<file path="src/rtl/prog_tick_divider.sv">
`default_nettype none
// ============================================================================
// Module   : prog_tick_divider
// Purpose  : Run-time programmable tick generator. It emits a 1-cycle tick every
//            div_cur clocks in continuous or one-shot mode. A new divisor is
//            taken through a valid/ready handshake.
// Options  : define TICKDIV_SQUARE_EN to enable the sq_out toggle flop.
// Revision : 1.0  initial release
// ============================================================================
module prog_tick_divider #(
   parameter int unsigned     WIDTH       = 32,
   parameter longint unsigned DEFAULT_DIV = 64'd100000000
) (
   input  logic             clk,
   input  logic             rst_n,
   input  logic             en,
   input  logic             oneshot,
   input  logic             div_valid,
   input  logic [WIDTH-1:0] div_value,
   output logic             div_ready,
   output logic             tick,
   output logic             busy,
   output logic             sq_out
);

   localparam logic [1:0] S_IDLE = 2'd0;
   localparam logic [1:0] S_RUN  = 2'd1;
   localparam logic [1:0] S_DONE = 2'd2;

   localparam logic [WIDTH-1:0] c_one         = WIDTH'(1);
   localparam logic [WIDTH-1:0] c_default_div =
      (DEFAULT_DIV == 64'd0) ? c_one : WIDTH'(DEFAULT_DIV);

   logic [1:0]       r_state;
   logic [1:0]       w_state_nxt;
   logic [WIDTH-1:0] r_cnt;
   logic [WIDTH-1:0] r_div_cur;
   logic [WIDTH-1:0] r_div_pend;
   logic             r_ready;
   logic             r_mode_os;
   logic             r_tick;
   logic             r_busy;

   logic             w_last;
   logic             w_period_end;
   logic             w_pending;
   logic             w_accept;
   logic             w_copy;
   logic [WIDTH-1:0] w_value;

   assign w_last       = (r_cnt == (r_div_cur - c_one));
   assign w_period_end = (r_state == S_RUN) && en && w_last;
   assign w_pending    = ~r_ready;
   assign w_accept     = div_valid && r_ready;
   assign w_value      = (div_value == '0) ? c_one : div_value;
   // A pending divisor only lands on a period boundary while running, so the
   // period in flight always completes with the divisor it started with.
   assign w_copy       = w_pending && ((r_state != S_RUN) || w_period_end);

   always_comb begin
      w_state_nxt = r_state;
      case (r_state)
         S_IDLE: begin
            if (en) begin
               w_state_nxt = S_RUN;
            end
         end
         S_RUN: begin
            if (!en) begin
               w_state_nxt = S_IDLE;
            end else if (w_last && r_mode_os) begin
               w_state_nxt = S_DONE;
            end
         end
         S_DONE: begin
            if (!en) begin
               w_state_nxt = S_IDLE;
            end
         end
         default: begin
            w_state_nxt = S_IDLE;
         end
      endcase
   end

   always_ff @(posedge clk or negedge rst_n) begin
      if (!rst_n) begin
         r_state   <= S_IDLE;
         r_cnt     <= '0;
         r_mode_os <= 1'b0;
         r_tick    <= 1'b0;
         r_busy    <= 1'b0;
      end else begin
         r_state <= w_state_nxt;
         r_tick  <= w_period_end;
         r_busy  <= (w_state_nxt == S_RUN);
         if ((r_state == S_RUN) && (w_state_nxt == S_RUN)) begin
            r_cnt <= w_last ? '0 : (r_cnt + c_one);
         end else begin
            r_cnt <= '0;
         end
         if ((r_state == S_IDLE) && en) begin
            r_mode_os <= oneshot;
         end
      end
   end

   // Accept and copy are mutually exclusive: accept needs ready, copy needs pending.
   always_ff @(posedge clk or negedge rst_n) begin
      if (!rst_n) begin
         r_div_cur  <= c_default_div;
         r_div_pend <= c_default_div;
         r_ready    <= 1'b1;
      end else if (w_copy) begin
         r_div_cur <= r_div_pend;
         r_ready   <= 1'b1;
      end else if (w_accept) begin
         r_div_pend <= w_value;
         r_ready    <= 1'b0;
      end
   end

`ifdef TICKDIV_SQUARE_EN
   logic r_sq;

   always_ff @(posedge clk or negedge rst_n) begin
      if (!rst_n) begin
         r_sq <= 1'b0;
      end else if (w_state_nxt == S_IDLE) begin
         r_sq <= 1'b0;
      end else if (w_period_end) begin
         r_sq <= ~r_sq;
      end
   end

   assign sq_out = r_sq;
`else
   assign sq_out = 1'b0;
`endif

   assign div_ready = r_ready;
   assign tick      = r_tick;
   assign busy      = r_busy;

endmodule
`default_nettype wire
</file>
<file path="config.mk">
export PLATFORM = sky130hd
export DESIGN_NAME = prog_tick_divider
export DESIGN_NICKNAME = d
export VERILOG_FILES = /design/src/rtl/prog_tick_divider.sv
export SDC_FILE = /design/constraint.sdc
export NUM_CORES = 1
export LEC_CHECK = 0
export BUFFER_PORTS_ARGS = -buffer_cell sky130_fd_sc_hd__clkbuf_2
export CORE_MARGIN = 3
export CORE_UTILIZATION = 30
export CTS_CLUSTER_SIZE = 40
export DETAILED_ROUTE_END_ITERATION = 10
export SLEW_MARGIN = 20
export SYNTH_ARGS = -nofsm -noshare
export SYNTH_HDL_FRONTEND = slang
export SYNTH_SLANG_ARGS = --single-unit
</file>
<file path="constraint.sdc">
create_clock -name clk -period 3.6 [get_ports clk]
set_clock_uncertainty 0.2 [all_clocks]
set_input_delay 0 -clock clk [delete_from_list [all_inputs] [get_ports clk]]
set_output_delay 0 -clock clk [all_outputs]
set_load 0.02 [all_outputs]
</file>
Yosys cells after proc, flatten, opt, wreduce, memory -nomap -nowiden:

Cells that the tools add are included.

* register bits: 102
* input bits: 37
* output and inout port bits: 4
* logic and storage cells: 39

* $add $sub $neg: 2
* eq/ne operators: 5
* multiplexer cells: 10
* bitwise logic cells: 2
* reductions and logical operators: 12

Operators with widths (number)
* 2-to-1 mux 32 bit: 3
* adder 32 x 1 -> 32 bit (second input constant): 1
* == test 32 bit: 1
* logical NOT 32 bit: 1
* subtractor 32 x 1 -> 32 bit (second input constant): 1
* 2-to-1 mux 2 bit: 4
* logical AND 1 bit: 7
* one-hot mux 2 bit (3 select lines): 1
* == test 2 x 1 -> 1 bit (second input constant): 2
* == test 2 bit (second input constant): 1
* logical NOT 2 bit: 1
* 2-to-1 mux 1 bit: 2
* != test 2 x 1 -> 1 bit (second input constant): 1
* NOT 1 bit: 2
* AND reduction 2 bit: 1
* nonzero test 2 bit: 1
* logical OR 1 bit: 1

Longest topological paths before layout:

* depth after elaboration: 9
* depth in mapped cells: 12
* mapped depth without buffers: 10

Worst setup path after synthesis:

OpenSTA, ideal clock, no wires.

* path kind: register -> register
* start: register r_div_cur[0]
* end: register r_div_cur[0]
* setup time: 125 ps
* arrival time: 3331 ps
* data required time: 3275 ps
* path slack: -56 ps
* stages on the path, launching flop included: 13
* path buffers: 2
* clock period less this slack: 3656 ps
* cell sequence: dfrtp_1 -> inv_1 -> ha_1 -> or3b_2 -> or4_4 -> buf_6 -> o21a_1 -> o41ai_2 -> nor2_1 -> nor4b_1 -> a21oi_2 -> buf_6 -> mux2_4

* longest elaborated chain between the ends: 5

Ends and longest elaborated chain
* start, declared: RTL line 37 `logic [WIDTH-1:0] r_div_cur;`
* start signal, assigned: RTL line 111 `r_div_cur <= c_default_div;`
* start signal, assigned: RTL line 115 `r_div_cur <= r_div_pend;`
* subtractor 32 x 1 -> 32 bit: RTL line 51 `assign w_last = (r_cnt == (r_div_cur - c_one));`
* == test 32 bit: RTL line 51
* logical AND 1 bit: RTL line 52 `assign w_period_end = (r_state == S_RUN) && en && w_last;`
* logical OR 1 bit: RTL line 58 `assign w_copy = w_pending && ((r_state != S_RUN) || w_period_end);`
* logical AND 1 bit: RTL line 58

Every way passes these cells.
A chain may end at the register's enable or synchronous reset.

Worst setup path after layout:

* start: register r_div_cur[0]
* end: register r_div_cur[12]

Same word-level chain as after synthesis.

==> impl_metrics.ini <==
[floorplan]
dieHeight_um = 145.7
die_w_um = 145.7
row_count = 50
core_area_um2 = 18960
die-area_um2 = 21230
initial_core_util_pct = 30.88
ios = 41

[logic_synthesis]
synth_area_per_cell_um2 = 10.82
synth-main-ff-cell = dfrtp_1
synth_top_area_cell = dfrtp_1
syn_nets = 580
synth-seq-cells = 102
yosysTopAreaCellShare_pct = 32.91
yosysSeqAreaShare_pct = 44.13
yosysWarnings = 0
netlist_instances = 541
yosysMostFrequentCell = dfrtp_1
synth_edf_count = 0
synth_cell_types = 64
netlist_top_cells_count = 77 x dfrtp_1, 55 x nor2_1, 34 x mux2_2, 34 x xor2_1, 30 x mux2_4
async_reset_ff_share_pct = 100.0
synthTopCellsByArea = dfrtp_1 33%, dfstp_2 11%, mux2_4 7.7%
syn_area_um2 = 5854

[outcome]
violations = negative setup slack
outcome = finished with violations

[sta]
final-max-slew-violation-count = 0
fin_crit_ps = 3708
fmax_mhz = 269.7
finalSetupViolCount = 32
fin_ws_ps = -107.9
slew_headroom_pct = 37.29
hold_violations = 0
rsz0062_at_grt = true
fin_crit_sh_pct = 103.0
tightest_slew_ps = 940.6

[routing]
vias_per_cell = 4.882
wl_um = 14360
via_count = 4487
drcViolationCount = 0
initialDrtViolationCount = 233
wl_per_cell_um = 15.63
drt_pass1_iterations = 4
ant_nets = 0

[setup_path]
r2r_slack_ps = -110
rr_worst_depth = 12
cp.required_ps = 3630
slowest_stage = or4_4
path_cells = inv_1, ha_2, or3b_4, or4_4, or3_4, o31ai_4, nand4_1, nor4_2, buf_4, a21oi_4, clkbuf_16, mux2_4
end_kind = flip-flop
worstSetupPathType = reg -> reg
r2r-end = r_div_cur[12]
startpoint_type = flip-flop
path_buf_inv = 3
cpPeakStageDelay_ps = 480
r2r_start = r_div_cur[0]
critPathMaxFanout = 8
cp_top_family = simple AND/OR/NAND/NOR gates
arrival_ps = 3740

[grt]
antenna_found_initial = 0
overflow = 0
grt_pass1_wl_um = 23700
grtUsageTotal_pct = 13.65
grt_start_max_net_pins = 76
grt_pass1_vias = 4509

[placed_design]
gp_congestion = 0.8839
dp_cells = 856
dp_hpwl_um = 10400
port_buffers = 39

[clock_tree]
cts_root_buf = clkbuf_16
cts_made_buffers = 9
clockBufferDepth = 2
cts_max_level = 3
cts_tree = built
clock_latency_ps = 350
clkSlewWorstSetupHoldPaths_ps = 80
clock-sinks = 102

[power]
p_per_area_nw_per_um2 = 567.3
vdd_ir_drop_max_mv = 0.3399
p_leak_uw = 0.003099

[final_layout]
fin_cells = 919
drive_above_1_share_pct = 35.81
finalNetCount = 693
n_antenna_cell = 0
fin_util_pct = 39.49
area_delta_synth_final_pct = 27.85

[flow_run]
max_cap_viol_count = 0

[hold_path]
hp-class = in -> async
[stage by stage]
stage / hold slack [ps] / TNS, ps / power (uW) / area, um^2 / setup WS [ps]
after floorplan: -495.6 / 0 / 2641 / 5878 / 14.28
after global placement: -21.04 / -3502 / 3084 / 6563 / -127.1
after detailed placement: -7.232 / -8056 / 3147 / 6563 / -167.3
after CTS: 194.7 / -3526 / 4212 / 7373 / -107.1
after global routing: 225.8 / -9100 / 4495 / 7485 / -211.8
final: 156.6 / -2599 / 4246 / 7485 / -107.9
[area by class of cell]
class	count	area (um^2)
fillers	1776	11470
repair buffers	127	1056
well taps	260	325.3
multi-input cells	403	3187
clock inverters	6	52.55
inverters	11	41.29
flip-flops and latches	102	2584
clock buffers	10	239.0
[placed cells by master, fill, tap and decap left out, types with 6 or more instances in the layout]
master	netlist	layout
o21ai_0	7	7
nand4_1	17	17
mux2_4	30	32
dfstp_2	25	25
dlygate4sd3_1	0	38
dfrtp_1	77	77
inv_1	11	11
xor2_1	34	34
buf_4	2	43
nor2_2	12	12
mux2_2	34	32
nor2b_1	8	8
nor4_1	20	18
clkbuf_16	0	11
xnor2_1	29	29
nand3_1	13	13
nor3_1	18	17
nor2_1	55	54
clkbuf_2	0	38
nand2_1	28	28
and4_1	6	6
[worst register-to-register path: cells and delay by family, from the launching register on]
kind            cells  cell delay (ps)
compound gates      2              340
fa+ha+maj           1              180
buf+inv             3              430
flops               1              400
mux                 1              290
simple gates        5             1750
[layer usage]
metal | global-route usage, % | vias up | routed length [um] | part of all wire, %
met1 | 18.46 | 2189 | 6602 | 46
met4 | 4.179 | 0 | 291 | 2.0
met3 | 2.305 | 18 | 494 | 3.4
met2 | 22.47 | 93 | 6971 | 49
li1 | - | 2187 | - | -
met5 | 0 | - | 0 | 0
[sequential cells by signal, summed over array words and instances (netlist names)]
name and cells:
busy 1, div_ready 1, r_cnt 32, r_div_cur 32, r_div_pend 32, r_mode_os 1
r_state 2, tick 1
[cell families (layout without fill, tap and decap cells)]
group           count (synthesis)  after routing  synth area share (%)
compound gates                 51             51                 6.839
xor+xnor                       63             63                 9.425
fa+ha+maj                       2              2                0.4274
buf+inv                        36            154                 3.761
flops                         102            102                 44.13
mux                            64             64                 14.23
other cells                     1              1               0.06405
simple gates                  222            222                 21.12
[what timing repair did]
action / 4_1_cts / 5_1_grt
resized for setup: 12 / 13
hold buffers: 38 / 0
gates cloned: 2 / 2
endpoints found under the hold margin: 90 / 0
pin swaps: 8 / 7
buffers inserted: 4 / 3
setup endpoints to repair: 68 / 68
[where the power goes]
part | internal, uW | switching, uW
Clock | 502 | 468
Combinational | 836 | 706
Sequential | 1460 | 278
[how the worst max path moves through the flow]
stage	start	end	slack, ps	cells past startpoint
2_1_floorplan	r_div_cur[0]	r_div_cur[0]	10	12
3_3_place_gp	r_div_cur[0]	r_div_cur[5]	-130	12
3_5_place_dp	r_div_cur[1]	r_div_cur[1]	-170	9
4_1_cts	r_div_cur[5]	r_div_cur[17]	-110	10
5_1_grt	r_div_cur[0]	r_div_cur[12]	-210	13
6_report	r_div_cur[0]	r_div_cur[12]	-110	12
(Power assumes the default switching activity.)
